`src/rtl/swl_dmaburst.sv`:
```
// swl_dmaburst: multi-word Unibus DMA sequencer in front of the swlight ARM register port.
// ARM loads the start address, word count and direction, then starts the block. The sequencer
// takes the swlight DMA lock, runs one single-word swlight DMA per word and releases the lock.
// Data moves through a local FIFO, so ARM streams words instead of polling for each one.
//
// Ports
//   CLOCK, RESET_N      system clock, asynchronous active-low reset
//   armwrite            ARM register write strobe
//   armwaddr/armwdata   ARM write register select / write data
//   armraddr/armrdata   ARM read register select / read data (combinational)
//   sl_write            one-cycle write strobe into the swlight ARM port
//   sl_waddr/sl_wdata   swlight write register select / data
//   sl_raddr/sl_rdata   swlight read register select / data (sampled in the same cycle)
module swl_dmaburst #(
   parameter int unsigned DEPTHL2 = 4,
   parameter logic [31:0] LOCKKEY = 32'h42555253
) (
   input  logic        CLOCK,
   input  logic        RESET_N,
   input  logic        armwrite,
   input  logic [2:0]  armraddr,
   input  logic [2:0]  armwaddr,
   input  logic [31:0] armwdata,
   output logic [31:0] armrdata,
   output logic        sl_write,
   output logic [2:0]  sl_waddr,
   output logic [31:0] sl_wdata,
   output logic [2:0]  sl_raddr,
   input  logic [31:0] sl_rdata
);

   localparam int unsigned Depth = 1 << DEPTHL2;
   localparam logic [31:0] IdWord = 32'h44422001;

   typedef enum logic [3:0] {
      StIdle, StLock, StLchk, StXfer, StGo, StPoll, StRdat, StNext, StUnlk, StDone
   } state_t;

   state_t               r_state, w_state_d;
   logic [15:0]          r_fifo [Depth];
   logic [DEPTHL2-1:0]   r_wptr, r_rptr;
   logic [DEPTHL2:0]     r_level;
   logic                 r_abort, r_fail, r_ovf, r_dir;
   logic [15:0]          r_count;
   logic [17:0]          r_addr;

   logic                 w_idle, w_empty, w_full;
   logic [15:0]          w_head;
   logic [4:0]           w_level5;
   logic                 w_start, w_abort_req, w_addr_wr;
   logic                 w_arm_push, w_arm_pop;
   logic                 w_int_push, w_int_pop, w_next, w_set_fail;
   logic                 w_push, w_pop_ok, w_push_ok, w_drop;
   logic [15:0]          w_push_data;
   logic                 w_unused_bits;

   assign w_unused_bits = ^{armwdata[29:28], armwdata[26:18]};

   assign w_idle   = (r_state == StIdle);
   assign w_empty  = (r_level == '0);
   assign w_full   = (r_level == (DEPTHL2 + 1)'(Depth));
   assign w_head   = r_fifo[r_rptr];
   assign w_level5 = 5'(r_level);

   assign w_start     = armwrite && (armwaddr == 3'd1) && armwdata[31] && w_idle;
   assign w_abort_req = armwrite && (armwaddr == 3'd1) && armwdata[30] && !w_idle;
   assign w_addr_wr   = armwrite && (armwaddr == 3'd2) && w_idle;
   assign w_arm_push  = armwrite && (armwaddr == 3'd3);
   assign w_arm_pop   = armwrite && (armwaddr == 3'd4);

   // One FIFO write port: a DATI word from swlight wins over an ARM push in the same cycle,
   // and the losing ARM word is reported as an overflow. Simultaneous pops collapse to one.
   assign w_push      = w_int_push || w_arm_push;
   assign w_push_data = w_int_push ? sl_rdata[15:0] : armwdata[15:0];
   assign w_pop_ok    = (w_int_pop || w_arm_pop) && !w_empty;
   // A pop in the same cycle frees the slot, so full+push+pop accepts the push.
   assign w_push_ok   = w_push && (!w_full || w_pop_ok);
   assign w_drop      = (w_push && !w_push_ok) || (w_int_push && w_arm_push);

   // Sequencer next state and swlight port drive.
   always_comb begin
      w_state_d  = r_state;
      sl_write   = 1'b0;
      sl_waddr   = 3'd0;
      sl_wdata   = 32'd0;
      sl_raddr   = 3'd0;
      w_int_push = 1'b0;
      w_int_pop  = 1'b0;
      w_next     = 1'b0;
      w_set_fail = 1'b0;
      unique case (r_state)
         StIdle: begin
            if (w_start && (armwdata[15:0] != 16'd0)) w_state_d = StLock;
         end
         StLock: begin
            sl_write  = 1'b1;
            sl_waddr  = 3'd5;
            sl_wdata  = LOCKKEY;
            w_state_d = StLchk;
         end
         StLchk: begin
            sl_raddr = 3'd5;
            // Once granted, an abort is handled in XFER so the lock is released.
            if (sl_rdata == LOCKKEY) w_state_d = StXfer;
            else if (r_abort)        w_state_d = StDone;
            else                     w_state_d = StLock;
         end
         StXfer: begin
            if (r_abort) begin
               w_state_d = StUnlk;
            end else if (r_dir) begin
               if (!w_empty) begin
                  sl_write  = 1'b1;
                  sl_waddr  = 3'd4;
                  sl_wdata  = {16'd0, w_head};
                  w_int_pop = 1'b1;
                  w_state_d = StGo;
               end
            end else if (!w_full) begin
               w_state_d = StGo;
            end
         end
         StGo: begin
            sl_write  = 1'b1;
            sl_waddr  = 3'd3;
            sl_wdata  = {2'b00, 1'b1, 1'b0, (r_dir ? 2'b10 : 2'b00), 8'd0, r_addr};
            w_state_d = StPoll;
         end
         StPoll: begin
            sl_raddr = 3'd3;
            if (sl_rdata[31:29] == 3'd0) begin
               if (sl_rdata[28]) begin
                  w_set_fail = 1'b1;
                  w_state_d  = StUnlk;
               end else begin
                  w_state_d  = r_dir ? StNext : StRdat;
               end
            end
         end
         StRdat: begin
            sl_raddr   = 3'd4;
            w_int_push = 1'b1;
            w_state_d  = StNext;
         end
         StNext: begin
            w_next    = 1'b1;
            w_state_d = (r_count == 16'd1) ? StUnlk : StXfer;
         end
         StUnlk: begin
            sl_write  = 1'b1;
            sl_waddr  = 3'd5;
            sl_wdata  = LOCKKEY;
            w_state_d = StDone;
         end
         StDone: begin
            w_state_d = StIdle;
         end
         default: begin
            w_state_d = StIdle;
         end
      endcase
   end

   always_ff @(posedge CLOCK or negedge RESET_N) begin
      if (!RESET_N) begin
         r_state <= StIdle;
      end else begin
         r_state <= w_state_d;
      end
   end

   always_ff @(posedge CLOCK or negedge RESET_N) begin
      if (!RESET_N) begin
         r_abort <= 1'b0;
         r_fail  <= 1'b0;
         r_ovf   <= 1'b0;
         r_dir   <= 1'b0;
         r_count <= 16'd0;
         r_addr  <= 18'd0;
      end else begin
         if (w_start) begin
            r_dir   <= armwdata[27];
            r_count <= armwdata[15:0];
            r_fail  <= 1'b0;
            r_ovf   <= 1'b0;
            r_abort <= 1'b0;
         end
         if (w_abort_req)         r_abort <= 1'b1;
         if (r_state == StDone)   r_abort <= 1'b0;
         if (w_addr_wr)           r_addr  <= armwdata[17:0];
         if (w_next) begin
            r_addr  <= r_addr + 18'd2;
            r_count <= r_count - 16'd1;
         end
         if (w_set_fail)          r_fail  <= 1'b1;
         if (w_drop)              r_ovf   <= 1'b1;
      end
   end

   always_ff @(posedge CLOCK or negedge RESET_N) begin
      if (!RESET_N) begin
         r_wptr  <= '0;
         r_rptr  <= '0;
         r_level <= '0;
      end else begin
         if (w_push_ok) r_wptr <= r_wptr + 1'b1;
         if (w_pop_ok)  r_rptr <= r_rptr + 1'b1;
         case ({w_push_ok, w_pop_ok})
            2'b10:   r_level <= r_level + 1'b1;
            2'b01:   r_level <= r_level - 1'b1;
            default: r_level <= r_level;
         endcase
      end
   end

   // Storage needs no reset: the level counter guards every read.
   always_ff @(posedge CLOCK) begin
      if (w_push_ok) r_fifo[r_wptr] <= w_push_data;
   end

   always_comb begin
      armrdata = 32'd0;
      case (armraddr)
         3'd0: armrdata = IdWord;
         3'd1: armrdata = {!w_idle, r_abort, r_fail, r_ovf, r_dir, 1'b0, w_level5, 5'd0, r_count};
         3'd2: armrdata = {14'd0, r_addr};
         3'd3: armrdata = w_empty ? 32'd0 : {16'd0, w_head};
         default: armrdata = 32'd0;
      endcase
   end

endmodule

```
`config.mk`:
```
export PLATFORM = sky130hd
export DESIGN_NAME = swl_dmaburst
export DESIGN_NICKNAME = d
export VERILOG_FILES = /design/src/rtl/swl_dmaburst.sv
export SDC_FILE = /design/constraint.sdc
export NUM_CORES = 1
export LEC_CHECK = 0
export ABC_AREA = 0
export CAP_MARGIN = 20
export CELL_PAD_IN_SITES_DETAIL_PLACEMENT = 0
export CELL_PAD_IN_SITES_GLOBAL_PLACEMENT = 2
export CORE_MARGIN = 5
export CORE_UTILIZATION = 41
export CTS_BUF_LIST = sky130_fd_sc_hd__clkbuf_8
export DETAILED_ROUTE_END_ITERATION = 8
export GPL_TIMING_DRIVEN = 0
export PLACE_DENSITY = 0.79
export SLEW_MARGIN = 5
export SYNTH_ARGS = -nofsm -noshare
export SYNTH_HDL_FRONTEND = slang
export SYNTH_SLANG_ARGS = --single-unit
```
`constraint.sdc`:
```
create_clock -name CLOCK -period 4.6 [get_ports CLOCK]
set_input_delay 0.69 -clock CLOCK [delete_from_list [all_inputs] [get_ports CLOCK]]
set_output_delay 0.69 -clock CLOCK [all_outputs]
set_load 0.01 [all_outputs]
```
==> out/qor.txt <==
Result of the run - finished clean
Number of standard cells after synthesis - 923
Routed wire per std cell - 25.2 µm
Area of the die - 0.0381 mm²
GR Util All Layers - 21.0%
Number of vias after detailed routing - 9286
Initial cell density of the core - 41.7%
Count of hold-fix buffers inserted at cts - 0
Post-synthesis cell area - 0.0141 mm²
Post-synth EDFFs - 256
Setup Slack @ Placement - 0.309 ns
Remaining number of nets flagged by the antenna check after routing - 0
Height of the die - 195 µm
Aggregate routed wire length - 40700 µm
Required time worst endpoint - 3.91 ns
TritonCTS clock tree - done
Post-detailed-route via-to-cell ratio - 5.76
Highest Clock Rate - 0.226 GHz
Total power of the final layout - 9.18 mW
Power per standard cell area - 534 mW/mm²
Class of the most critical hold timing path - input port to async pin
IR Drop Worst-Case VDD - 0.233 mV
Skew final - 0.0235 ns
Global-route wire length before repair - 60700 µm
Final worst-path setup slack - 0.167 ns
Pin count of the biggest net entering global routing - 56
Fraction of the yosys area taken by sequential cells - 64.4%
Source-to-sink clock delay at the later pin of the worst-skew pair - 0.60 ns
Max-slew headroom - 32.5%
Cell chosen for the clock root - clkbuf_8
Endpoint of the most critical setup path - sl_wdata[2]
First element of the critical path - r_state[3]$_DFFE_PN0P_
Setup slack of the worst register-to-register path - 1.26 ns
Setup crit start kind - flop
Setup CP Type - flop to primary output
Setup repair after global routing missed its margin - false
Post-detailed-route DRC marker count - 0
Initial antenna violation count - 0
Flop and latch count out of synthesis - 311
Detailed placement HPWL - 29700 µm
Clock-pin transition on the worst setup and hold timing paths - 0.06 ns
Final setup violation count - 0
CTS buffer count - 50
Chip Width - 195 µm
Clk sink count - 311
Slew at the pin closest to its max-slew limit - 1.01 ns
Mapped Avg Cell Area - 15.2 µm²
Max-cap check violation count - 0
Pins over their slew limit - 0
Ports placed on the boundary - 144
Diodes inserted - 0
Layout cells sized above 1 - 21.3%
Reg-to-Reg Start - r_state[0]$_DFFE_PN0P_
Worst path cell trace - nor2_1, nand2_1, nor2_1, clkbuf_1, a22o_1, clkdlybuf4s50_1
Post-synth ARST share - 17.7%
Critical Path Slowest Stage Cell - nor2_1
Library cell appearing most often on the critical path - nor2_1
Vias in the first global route - 9312
Cell area reported after detailed placement - 0.0161 mm²
Standard cell core area - 0.0337 mm²
Capture instance of the worst register-to-register path - r_fifo[3][15]$_DFFE_PP_
Layout Area Growth over Synthesis - 22.1%
Ys flop type - edfxtp_1
RD Place Congestion - 0.907
Count of input and output buffers - 121
Reg2Reg Depth - 7
Initial DRT Pass Iterations - 6
Biggest cell delay along the critical path - 0.70 ns
Number of distinct library cell variants in the gate-level netlist after synthesis - 77
Layout fillers - 2902
Aggregate global routing overflow - 0
Maximum count of clock buffers along a single path - 3
Warnings from Yosys - 0
Total count of hold-check failures in the final report - 0
Commonest cells after routing, fill and taps aside - edfxtp_1 (256), clkdlybuf4s50_1 (120), nand2_1 (72)
Final-stage net count - 1209
Number of H-tree levels - 2
Final critical-path required period - 4.43 ns
Leakage power figure - 6.07 nW
Critical path data arrival time - 3.74 ns
Std-Cell Rows - 67
Endpoint class of the critical path - primary output
Highest fanout seen on the critical path - 10
Area of all placed cells without fillers - 0.0172 mm²
Most common library cell in the layout ignoring fill and taps - edfxtp_1
Ratio of final minimum period to clock period - 96.4%
Number of DRC markers in iteration 0 - 760
==> layer usage <==
metal | vias to the layer above | global-route usage, % | wire [µm]
li1 | 4127 | - | -
met1 | 4694 | 28.2 | 17000
met2 | 385 | 35.2 | 20200
met3 | 80 | 3.53 | 2370
met4 | 0 | 6.49 | 1100
met5 | - | 0 | 0
==> final cells by class <==
class | count | area, µm² | share of cell area, %
Timing Repair Buffer | 140 | 1440 | 8.38
Multi-Input combinational cell | 525 | 4620 | 26.9
Buffer | 69 | 373 | 2.17
Clock inverter | 41 | 338 | 1.97
Clock buffer | 50 | 688 | 4.01
Tap cell | 448 | 561 | 3.26
Sequential cell | 311 | 9060 | 52.8
Inverter | 27 | 101 | 0.590
==> cell usage after synthesis (8+ instances only) <==
master    instances  area, µm²
nand2_1          72        270
clkbuf_1         24       90.1
nor3_1           14       70.1
mux2_2           17        191
inv_1            26       97.6
a22o_1           10       87.6
and3_1           14       87.6
o211ai_1          8       60.1
nand4_1          13       81.3
a222oi_1         14        140
nor2_1           40        150
a22oi_1          32        240
dfrtp_1          55       1380
nand3_1          21        105
nor4_1            9       56.3
a21oi_1          16       80.1
edfxtp_1        256       7690
o21ai_0          13       65.1
mux4_2           64       1440
buf_2            17       85.1
o311ai_0         10       87.6
buf_4            17        128
xnor2_1           9       78.8
ha_1             11        138
a221o_1           9       90.1
==> kinds of logic (layout without fill, tap and decap cells) <==
| family | after synthesis | in the layout | share of synthesized area (%) |
|---|---|---|---|
| AOI/OAI and AO/OA | 164 | 164 | 9.04 |
| xor gates and xnor gates | 13 | 13 | 0.809 |
| adders and majority gates | 12 | 12 | 1.12 |
| buffers and inverters | 96 | 327 | 3.34 |
| DFF | 311 | 311 | 64.4 |
| muxes | 84 | 84 | 11.8 |
| other | 1 | 10 | 0.0267 |
| and+or+nand+nor | 242 | 242 | 9.38 |
==> where the power goes <==
part	switching, mW	internal (mW)	total (mW)
Sequential	0.308	3.32	3.63
Combinational	1.67	1.41	3.09
Clock	1.15	1.32	2.47
Total	3.13	6.05	9.18
==> flip-flops by register name (all words and copies together) (netlist names) <==
register / count
r_addr: 18
r_level: 5
r_rptr: 4
r_state: 4
r_ovf: 1
r_fifo: 256
r_fail: 1
r_dir: 1
r_abort: 1
r_count: 16
r_wptr: 4
==> worst min-delay path by stage <==
| stage | startpoint | end | slack, ns | cells past startpoint |
|---|---|---|---|---|
| 2_1_floorplan | RESET_N | r_abort$_DFFE_PN0P_ | 0.39 | 0 |
| 3_3_place_gp | r_ovf$_DFFE_PN0P_ | r_ovf$_DFFE_PN0P_ | 0.47 | 1 |
| 3_5_place_dp | r_ovf$_DFFE_PN0P_ | r_ovf$_DFFE_PN0P_ | 0.47 | 1 |
| 4_1_cts | RESET_N | r_level[2]$_DFFE_PN0P_ | 0.18 | 1 |
| 5_1_grt | RESET_N | r_level[2]$_DFFE_PN0P_ | 0.23 | 1 |
| 6_report | RESET_N | r_abort$_DFFE_PN0P_ | 0.19 | 1 |
==> metrics by stage <==
| stage | hold slack [ns] | setup TNS (ns) | cells | util [%] |
|---|---|---|---|---|
| 3_3_place_gp | 0.467 | -39.57 | 1501 | 47.1 |
| 6_report | 0.188 | 0 | 1611 | 51.0 |
| 3_5_place_dp | 0.468 | 0 | 1520 | 47.9 |
| 2_1_floorplan | 0.394 | 0 | 932 | - |
| 4_1_cts | 0.181 | 0 | 1611 | 51.0 |
| 5_1_grt | 0.227 | 0 | 1611 | 51.0 |
==> worst max-delay path, delay by kind of cell (launching register included) <==
kind	cells	cell delay (ns)
AOI/OAI and AO/OA	1	0.26
buffers and inverters	2	1.14
DFF	1	0.41
and+or+nand+nor	3	1.34
==> repair_timing <==
item | 4_1_cts | 5_1_grt
setup buffers | 0 | 0
resized for setup | 3 | 2
setup endpoints to repair | 20 | 5
Power figures use the tool's default switching activity.
